File: src/rtl/stream_mux_rr.sv
// stream_mux_rr: N-channel valid/ready stream mux with a registered output and fixed or round-robin grant
module stream_mux_rr #(
  parameter int WIDTH = 8,
  parameter int CHANNELS = 4,
  localparam int SEL_W = $clog2(CHANNELS)
) (
  input  logic                      clk,
  input  logic                      rst_n,
  input  logic                      mode,
  input  logic [SEL_W-1:0]          select,
  input  logic [CHANNELS-1:0]       in_valid,
  input  logic [CHANNELS*WIDTH-1:0] in_data,
  output logic [CHANNELS-1:0]       in_ready,
  output logic                      out_valid,
  output logic [WIDTH-1:0]          out_data,
  output logic [SEL_W-1:0]          out_chan,
  input  logic                      out_ready
);
  logic [SEL_W-1:0] ptr, hi, lo, gnt;
  logic hi_v, lo_v, fix_v, gnt_v, load_en;
  // Lowest valid channel above ptr wins, else lowest valid at or below ptr: a cyclic search from ptr+1.
  always_comb begin
    hi_v = 1'b0;
    lo_v = 1'b0;
    hi = '0;
    lo = '0;
    for (int i = CHANNELS - 1; i >= 0; i--) begin
      if (in_valid[i] && i > int'(ptr)) begin
        hi_v = 1'b1;
        hi = SEL_W'(i);
      end else if (in_valid[i]) begin
        lo_v = 1'b1;
        lo = SEL_W'(i);
      end
    end
  end
  assign fix_v = (int'(select) < CHANNELS) && in_valid[select];
  assign gnt_v = mode ? (hi_v || lo_v) : fix_v;
  assign gnt = mode ? (hi_v ? hi : lo) : select;
  assign load_en = !out_valid || out_ready;
  assign in_ready = (load_en && gnt_v) ? CHANNELS'(1) << gnt : '0;
  always_ff @(posedge clk or negedge rst_n) begin
    if (!rst_n) begin
      out_valid <= 1'b0;
      out_data <= '0;
      out_chan <= '0;
      ptr <= SEL_W'(CHANNELS - 1);
    end else if (load_en) begin
      out_valid <= gnt_v;
      if (gnt_v) begin
        out_data <= in_data[int'(gnt)*WIDTH +: WIDTH];
        out_chan <= gnt;
        ptr <= gnt;
      end
    end
  end
endmodule

File: config.mk
export PLATFORM = sky130hd
export DESIGN_NAME = stream_mux_rr
export DESIGN_NICKNAME = d
export VERILOG_FILES = /design/src/rtl/stream_mux_rr.sv
export SDC_FILE = /design/constraint.sdc
export NUM_CORES = 1
export LEC_CHECK = 0
export CAP_MARGIN = 10
export CORE_MARGIN = 2
export CORE_UTILIZATION = 38
export DETAILED_ROUTE_END_ITERATION = 16
export MAX_ROUTING_LAYER = met4
export PLACE_DENSITY_LB_ADDON = 0.15
export SYNTH_ARGS = -nofsm -noshare
export SYNTH_HDL_FRONTEND = slang
export SYNTH_SLANG_ARGS = --single-unit
File: constraint.sdc
create_clock -name clk -period 2.01 [get_ports clk]
set_input_delay 0.3015 -clock clk [delete_from_list [all_inputs] [get_ports clk]]
set_output_delay 0.3015 -clock clk [all_outputs]
set_load 0.01 [all_outputs]
==> results_dict.tcl, run 1 <==
set metrics [dict create \
    status "finished, violations left" \
    violations "setup timing" \
    nFillCells 169 \
    gp_congestion 0.809 \
    drt_iter0_drc 36 \
    synth_top_area_share 0.266 \
    synth_edf_count 0 \
    core_um2 2520 \
    worst_setup_path_start_kind "flip-flop" \
    synth_top_family_by_area "compound AO/OA/AOI/OAI gates" \
    synth_compound_gate_area_share 0.326 \
    antenna_found_initial 0 \
    grt_use_total 0.245 \
    power.density_nw_per_um2 660 \
    slew_violations 0 \
    ant_nets 0 \
    drive_above_1_share 0.332 \
    grt_pass1_vias 1329 \
    grt_start_max_net_pins 17 \
    critPathCaptureType "output pin" \
    cts_tree "yes" \
    die_h_um 56.2 \
    synthAdderAreaFrac 0 \
    path_class "flip-flop to output pin" \
    drc_errors 0 \
    synth_area_um2 1040 \
    dieArea_um2 3160 \
    htreeDepth 1 \
    seq_area_frac_synth 0.316 \
    dp_hpwl_um 2720 \
    yosysTopAreaCell "dfrtp_1" \
    synth_flop_cell "dfrtp_1" \
    synth.most_common_cell "nand2_1" \
    finalWirelength_um 3810 \
    via_per_inst 5.45 \
    max-clock-path-buffers 2 \
    arrival_ps 1750 \
    area_growth_pct 89.6 \
    drv_cap 0 \
    ys_warn_count 0 \
    nNetsFinal 242 \
    yosys_register_bits 13 \
    fmax_mhz 488 \
    post-route-period-util 1.02 \
    max_slew_margin 0.588 \
    dp_cells 217 \
    clkSlewWorstSetupHoldPaths_ps 90 \
    clock_latency_ps 280 \
    rsz0062_at_grt "true" \
    worstPathRequired_ps 1710 \
    p_leak_nw 0.866 \
    ir_worst_vdd_v 0.000453 \
    grt-ovfl-total 0 \
    cts_root_buf "clkbuf_4" \
    synthTopCellsByArea "dfrtp_1 (27%), o221a_1 (8.7%), nand2_1 (7.6%)" \
    synth_cell_types 30 \
    fin_skew_ps 0.859 \
    stdcell_count 229 \
    die_x_um 56.2 \
    first_pass_iters 4 \
    finalCriticalPeriod_ps 2050 \
    hp-class "input pin to asynchronous set/reset pin" \
    worstPathMaxFanout 3 \
    p_total_mw 1.30 \
    tightest_slew_ps 615 \
    antenna_cells 0 \
    clkSinkCount 13 \
    initial_utilization 0.411 \
    async_flop_share 1.00 \
    synthesis.nets 161 \
    setup_ws_ps -39.9 \
    synthesis.instances 119 \
    rows 18 \
    grt_pass1_wl_um 5870 \
    wl_per_cell_um 16.7 \
    syn_avg_cell_area_um2 8.71 \
    synthTopCellsByCount "nand2_1 (21), inv_1 (13), dfrtp_1 (11), nor2_1 (10), and2_1 (9)" \
    portBuffers 56 \
    cts_made_buffers 3 \
    hold_viol_final 0 \
    vias 1247 \
    setup_violations 2 \
    yosys.area_share.simple 0.237 \
    synthXorXnorAreaFrac 0 \
    io-pin-count 57 \
    synthMuxAreaShare 0.0314 \
]
[flip-flops by register name, summed over array words and instances, names as in the netlist]
register	flops
out_valid	1
out_data	8
ptr	2
out_chan	2
[power breakdown]
| part | leakage [nW] | internal (mW) | switching (mW) | total, mW |
|---|---|---|---|---|
| clock | 0.0150 | 0.0769 | 0.0965 | 0.173 |
| sequential | 0.152 | 0.334 | 0.0438 | 0.378 |
| combinational | 0.699 | 0.414 | 0.331 | 0.745 |
[final cells by class]
| class | count | area, um2 | share of cell area |
|---|---|---|---|
| inverters | 13 | 48.8 | 0.0248 |
| multi-input cells | 87 | 769 | 0.392 |
| well taps | 30 | 37.5 | 0.0191 |
| flip-flops and latches | 13 | 328 | 0.167 |
| repair buffers | 82 | 754 | 0.384 |
| clock buffers | 4 | 26.3 | 0.0134 |
[kinds of logic (layout without fill, tap and decap cells)]
group,after synthesis,in the layout
AND/OR/NAND/NOR,49,49
AO/OA/AOI/OAI,36,36
buffers and inverters,19,99
flip-flops,13,13
multiplexers,2,2
[metrics by stage]
step	cell area (um2)	worst slack [ps]	utilization	setup TNS (ps)	hold slack [ps]
floorplan	1040	153	-	0	5.91
global placement	1740	-561	0.689	-4400	460
detailed placement	1740	-595	0.689	-5320	468
CTS	1830	-91.9	0.725	-251	408
global route	1960	-88.2	0.779	-344	431
finish	1960	-39.9	0.779	-72.9	401
[placed cells by master (no fill, tap or decap), types with 2 or more instances in the layout]
cell,netlist,routed
clkdlybuf4s50_1,0,46
buf_2,2,3
a21oi_1,4,2
buf_4,1,23
nand2_4,1,2
nand2_1,21,20
a221oi_4,0,2
a221oi_2,0,6
dfstp_2,2,2
nand2b_1,4,3
and2_1,9,8
inv_1,13,12
dfrtp_1,11,11
o221a_1,8,8
buf_6,2,3
o31ai_1,7,5
nor2_2,0,3
nor2_1,10,6
o31ai_2,1,3
dlygate4sd2_1,0,6
clkbuf_4,0,3
[path summary, 6_finish.rpt]
path | end | start | depth (start not counted) | slack [ps]
max reg2reg | out_data[7] | ptr[0] | 7 | 0
min reg2reg | out_data[5] | out_data[5] | 2 | 490
min in group clk | out_data[5] | out_data[5] | 2 | 490
max in group asynchronous | out_data[2] | rst_n | 1 | 1220
max | in_ready[3] | ptr[0] | 5 | -40
min | out_chan[1] | rst_n | 1 | 400
[layer usage]
| metal | GRT usage | routed length, um |
|---|---|---|
| met1 | 0.254 | 1430 |
| met5 | - | 0 |
| met4 | 0.105 | 94 |
| met3 | 0.0395 | 212 |
| met2 | 0.450 | 2080 |
[timing repair]
action                                  in CTS  in global routing
endpoints found under the setup margin       5                 12
pin swaps                                   10                 12
buffers inserted                             6                  3
resized for setup                           34                 21
hold buffers                                 0                  0
[worst max-delay path: stages (launching register included)]
cell	delay, ps
dfstp_2	550
and2b_4	200
o311ai_4	310
and2_4	230
nor2_2	40
buf_2	130
Power figures use the tool's default switching activity.
==> run 2, diff against run 1 <==
--- a/config.mk
+++ b/config.mk
@@ -10,7 +10,7 @@
 export CORE_UTILIZATION = 38
 export DETAILED_ROUTE_END_ITERATION = 16
 export MAX_ROUTING_LAYER = met4
-export PLACE_DENSITY_LB_ADDON = 0.15
+export PLACE_DENSITY = 0.88
 export SYNTH_ARGS = -nofsm -noshare
 export SYNTH_HDL_FRONTEND = slang
 export SYNTH_SLANG_ARGS = --single-unit
==> run 2 against run 1 <==
Effect of this change:
- non-clock buffer count increased by 2
- sequential power hardly changed
- die area stayed put
- wire length shrank 3.8%
- the run still ends with setup timing left
==> results_dict.tcl, run 2 (same netlist as run 1, synthesis figures left out) <==
set metrics [dict create \
    setup_violations 4 \
    max-clock-path-buffers 2 \
    finish.utilization 0.776 \
    pwr-share-comb 0.571 \
    hp-class "input pin to asynchronous set/reset pin" \
    drc_errors 0 \
    arrival_ps 1780 \
    worstPathRequired_ps 1710 \
    cts_made_buffers 3 \
    finalWirelength_um 3670 \
    worst_setup_path_start_kind "flip-flop" \
    final_cell_mix "clkdlybuf4s50_1 (45), buf_4 (23), nand2_1 (20)" \
    grt_use_total 0.230 \
    cts_hold_buffers 0 \
    io-pin-count 57 \
    tns_ps -192 \
    fin_hold_ws_ps 394 \
    vias 1265 \
    ant_nets 0 \
    p_total_mw 1.27 \
    core_um2 2520 \
    critPathCaptureType "output pin" \
    drt_iter0_drc 33 \
    die_h_um 56.2 \
    violations "setup timing" \
    dp_hpwl_um 2650 \
    slew_violations 0 \
    cellInternalPower_mw 0.819 \
    tightest_slew_ps 607 \
    ir_worst_vdd_v 0.000478 \
    finalCriticalPeriod_ps 2080 \
    drv_cap 0 \
    dpl_worst_slack_ps -628 \
    mostFrequentLayoutCell "clkdlybuf4s50_1" \
    cts_root_buf "clkbuf_4" \
    rows 18 \
    status "finished, violations left" \
    hold_viol_final 0 \
    path_class "flip-flop to output pin" \
    drive_above_1_share 0.323 \
    grt-ovfl-total 0 \
    nFillCells 170 \
    fin_skew_ps 12.1 \
    wl_per_cell_um 15.9 \
    p_sw_frac 0.357 \
    dieArea_um2 3160 \
    grt_start_max_net_pins 21 \
    switchingPower_mw 0.456 \
    largest_register_ffs 8 \
    antenna_found_initial 0 \
    cts_tree "yes" \
    antenna_cells 0 \
    power.share.clock 0.131 \
    reg.largest.list "out_data: 8 flops, out_chan: 2 flops, ptr: 2 flops" \
    clkSinkCount 13 \
    post-route-period-util 1.04 \
    htreeDepth 1 \
    power.density_nw_per_um2 651 \
    worstPathMaxFanout 4 \
    area_growth_pct 88.9 \
    fmax_mhz 480 \
    gp_congestion 0.844 \
    die_x_um 56.2 \
    clock_latency_ps 280 \
    rsz0062_at_grt "true" \
    max_slew_margin 0.594 \
    p_leak_nw 0.871 \
    grt_pass1_vias 1204 \
    first_pass_iters 4 \
    nNetsFinal 244 \
    grt_pass1_wl_um 5400 \
    setup_ws_ps -73.0 \
    seqPwrFrac 0.299 \
    via_per_inst 5.48 \
    clkSlewWorstSetupHoldPaths_ps 90 \
    portBuffers 56 \
    initial_utilization 0.411 \
    regMostFlops "out_data" \
]
==> run 2: cell types whose count changed in the layout (fill, tap and decap cells not counted), sizes merged <==
cell,change
buf,+2
clkdlybuf4s15,+2
clkdlybuf4s50,-1
dlygate4sd2,-1
==> run 2: critical path, stage by stage, from the launching register on <==
cell and delay [ps]:
dfstp_2 590, or2b_1 130, a21oi_2 60, o31ai_4 280, nand2b_4 200, buf_6 100
nor2_2 30, buf_2 130
==> run 2: final timing paths <==
check,startpoint,to,slack [ps],cells past startpoint
worst max-delay path,ptr[1],in_ready[1],-70,7
worst min-delay path,rst_n,out_chan[0],390,1
worst max register to register,ptr[0],out_data[4],20,7
worst min register to register,ptr[0],ptr[0],490,2
max in group asynchronous,rst_n,out_data[4],1210,1
min in group clk,ptr[0],ptr[0],490,2
==> run 2: power by group through the flow <==
stage | registers, mW | logic [mW] | clock network [mW]
floorplan | 0.401 | 0.259 | 0
global placement | 0.379 | 0.579 | 0
detailed placement | 0.384 | 0.596 | 0
CTS | 0.381 | 0.643 | 0.164
global route | 0.391 | 0.775 | 0.187
finish | 0.381 | 0.727 | 0.167
==> run 2: final cells by class <==
| class | instances | area [um2] | share of cell area |
|---|---|---|---|
| Clock buffer | 4 | 26.3 | 0.0134 |
| Inverter | 13 | 51.3 | 0.0262 |
| Multi-Input combinational cell | 87 | 741 | 0.379 |
| Sequential cell | 13 | 328 | 0.168 |
| Tap cell | 30 | 37.5 | 0.0192 |
| Timing Repair Buffer | 84 | 773 | 0.395 |
==> run 2: timing repair <==
action | in CTS | in global routing
endpoints found under the hold margin | 0 | 0
endpoints found under the setup margin | 7 | 12
resized for setup | 40 | 15
setup buffers | 6 | 4
pin swaps | 7 | 10
==> run 2: metrics by stage <==
step	cells	cell area, um2
3_3_place_gp	217	1740
5_1_grt	231	1960
2_1_floorplan	119	1040
6_report	231	1960
3_5_place_dp	217	1740
4_1_cts	227	1840
==> run 2: metal layers <==
metal  up-vias  GRT usage  routed length (um)
met1       586      0.241                1430
met4         0      0.119                 131
met3        14     0.0512                 257
li1        599          -                   -
met2        66      0.400                1850
met5         -          -                   0
==> run 3, diff against run 2 <==
--- a/config.mk
+++ b/config.mk
@@ -7,10 +7,12 @@
 export LEC_CHECK = 0
 export CAP_MARGIN = 10
 export CORE_MARGIN = 2
-export CORE_UTILIZATION = 38
+export CORE_UTILIZATION = 40
+export CTS_BUF_LIST = sky130_fd_sc_hd__clkbuf_2 sky130_fd_sc_hd__clkbuf_4 sky130_fd_sc_hd__clkbuf_8
 export DETAILED_ROUTE_END_ITERATION = 16
+export HOLD_SLACK_MARGIN = 0.06
 export MAX_ROUTING_LAYER = met4
-export PLACE_DENSITY = 0.88
+export PLACE_DENSITY = 0.92
 export SYNTH_ARGS = -nofsm -noshare
 export SYNTH_HDL_FRONTEND = slang
 export SYNTH_SLANG_ARGS = --single-unit
==> run 3 against run 2 <==
Effect of this change:
- the flow still finishes with violations (setup timing)
- critical path depth unchanged
- critical endpoint is now in_ready[0]
- sequential cell count unchanged
- register-to-register slack lost 100 ps
- count of clock-buffer cells in the layout did not move
- wire length increased by 31%
- non-clock buffer count down 1
- final cell count fell by 0.43%
- die area shrank 4.7%
- design area grew 8.4%
==> results_dict.tcl, run 3 (same netlist as run 1, synthesis figures left out) <==
set metrics [dict create \
    status "finished, violations left" \
    violations "setup timing" \
    max-clock-path-buffers 2 \
    htreeDepth 1 \
    seqCellArea_um2 328 \
    largest_register_ffs 8 \
    wl_per_cell_um 20.9 \
    grt_pass1_vias 1325 \
    final_cell_area_um2 2120 \
    drv_cap 0 \
    dpl_worst_slack_ps -597 \
    nNetsFinal 243 \
    worst_setup_path_start_kind "flip-flop" \
    antenna_found_initial 0 \
    slew_violations 0 \
    p_total_mw 1.47 \
    cts_tree "yes" \
    stdcell_count 230 \
    drive_above_1_share 0.455 \
    finish.utilization 0.864 \
    dp_cells 215 \
    die_x_um 54.9 \
    drc_errors 0 \
    vias 1379 \
    worstPathMaxFanout 4 \
    rsz0062_at_grt "true" \
    fin_skew_ps 12.1 \
    area_growth_pct 105 \
    first_pass_iters 4 \
    crit-reg2reg-launch "ptr[1]" \
    mostFrequentLayoutCell "clkdlybuf4s50_1" \
    dieArea_um2 3010 \
    final_cell_mix "clkdlybuf4s50_1 (45), buf_4 (19), inv_1 (12), nand2_1 (12), dfrtp_1 (11)" \
    reg.largest.list "out_data: 8 flops, out_chan: 2 flops, ptr: 2 flops" \
    grt_use_total 0.282 \
    post_dp_cell_area_um2 1710 \
    ir_worst_vdd_v 0.000656 \
    r2r-end "out_data[5]" \
    io-pin-count 57 \
    portBuffers 56 \
    path_class "flip-flop to output pin" \
    grt_start_max_net_pins 17 \
    gp_congestion 0.786 \
    grt_pass1_wl_um 5910 \
    fmax_mhz 468 \
    clock_latency_ps 290 \
    nFillCells 101 \
    post-route-period-util 1.06 \
    hold_viol_final 0 \
    critPathCaptureType "output pin" \
    cts_made_buffers 3 \
    dp_hpwl_um 2520 \
    ant_nets 0 \
    regMostFlops "out_data" \
    core_um2 2450 \
    arrival_ps 1840 \
    hp-class "input pin to asynchronous set/reset pin" \
    multi_input_area_um2 908 \
    finalWirelength_um 4810 \
    antenna_cells 0 \
    rows 18 \
    via_per_inst 6.00 \
    worstPathRequired_ps 1710 \
    drt_iter0_drc 36 \
    finalCriticalPeriod_ps 2140 \
    p_leak_nw 0.911 \
    r2r_cells 7 \
    tightest_slew_ps 662 \
    cts_root_buf "clkbuf_4" \
    power.density_nw_per_um2 693 \
    die_h_um 54.9 \
    setup_violations 11 \
    clkSlewWorstSetupHoldPaths_ps 90 \
    clkSinkCount 13 \
    r2r_slack_ps -80 \
    setup_ws_ps -128 \
    grt-ovfl-total 0 \
    initial_utilization 0.422 \
    max_slew_margin 0.557 \
]
[run 3: cell count changes in the layout (fill, tap and decap cells not counted), moves of 3 or more]
cell | previous run | this run
buf_2 | 4 | 8
buf_4 | 23 | 19
buf_6 | 4 | 7
dlygate4sd2_1 | 5 | 0
nand2_1 | 20 | 12
nand2_2 | 0 | 7
nor2_1 | 8 | 5
o31ai_1 | 6 | 0
o31ai_4 | 1 | 8
[run 3: report_power, final]
group | switching [mW] | internal [mW]
Clock | 0.0957 | 0.0906
Sequential | 0.0630 | 0.334
Combinational | 0.423 | 0.464
Total | 0.582 | 0.889
[run 3: stage by stage]
step	hold slack, ps	TNS, ps
final	411	-543
after global routing	457	-852
after CTS	408	-582
after detailed placement	471	-4610
after global placement	464	-3720
after floorplan	5.91	0
[run 3: per-layer routing]
metal | wire length, um | GRT usage
met5 | 0 | -
met1 | 1720 | 0.324
met4 | 206 | 0.0569
met3 | 305 | 0.0215
met2 | 2570 | 0.534
[run 3: worst max-delay path: stages, from the launching register on]
cell and delay [ps]:
dfstp_2 600, or2b_1 130, a21oi_2 60, o31ai_4 250, buf_4 180, nand2_4 60
nor2_2 120, buf_2 150
[run 3: cell type report]
class / instances / share of cell area
clock buffers: 4 / 0.0142
repair buffers: 83 / 0.361
well taps: 30 / 0.0177
multi-input cells: 87 / 0.428
flip-flops and latches: 13 / 0.154
inverters: 13 / 0.0242
[run 3: worst max path at each step]
| stage | from | slack, ps | cells after the start | endpoint |
|---|---|---|---|---|
| floorplan | ptr[1] | 150 | 6 | in_ready[1] |
| global placement | in_valid[1] | -560 | 7 | in_ready[3] |
| detailed placement | in_valid[1] | -600 | 7 | in_ready[3] |
| CTS | ptr[0] | -60 | 5 | in_ready[3] |
| global route | ptr[1] | -170 | 7 | in_ready[0] |
| finish | ptr[1] | -130 | 7 | in_ready[0] |
[run 3: timing repair]
item | 4_1_cts | 5_1_grt
hold buffers | 0 | 0
gates resized for setup | 57 | 54
cloned | 1 | 0
endpoints found under the setup margin | 5 | 16
buffers inserted | 11 | 0
pin swaps | 8 | 17
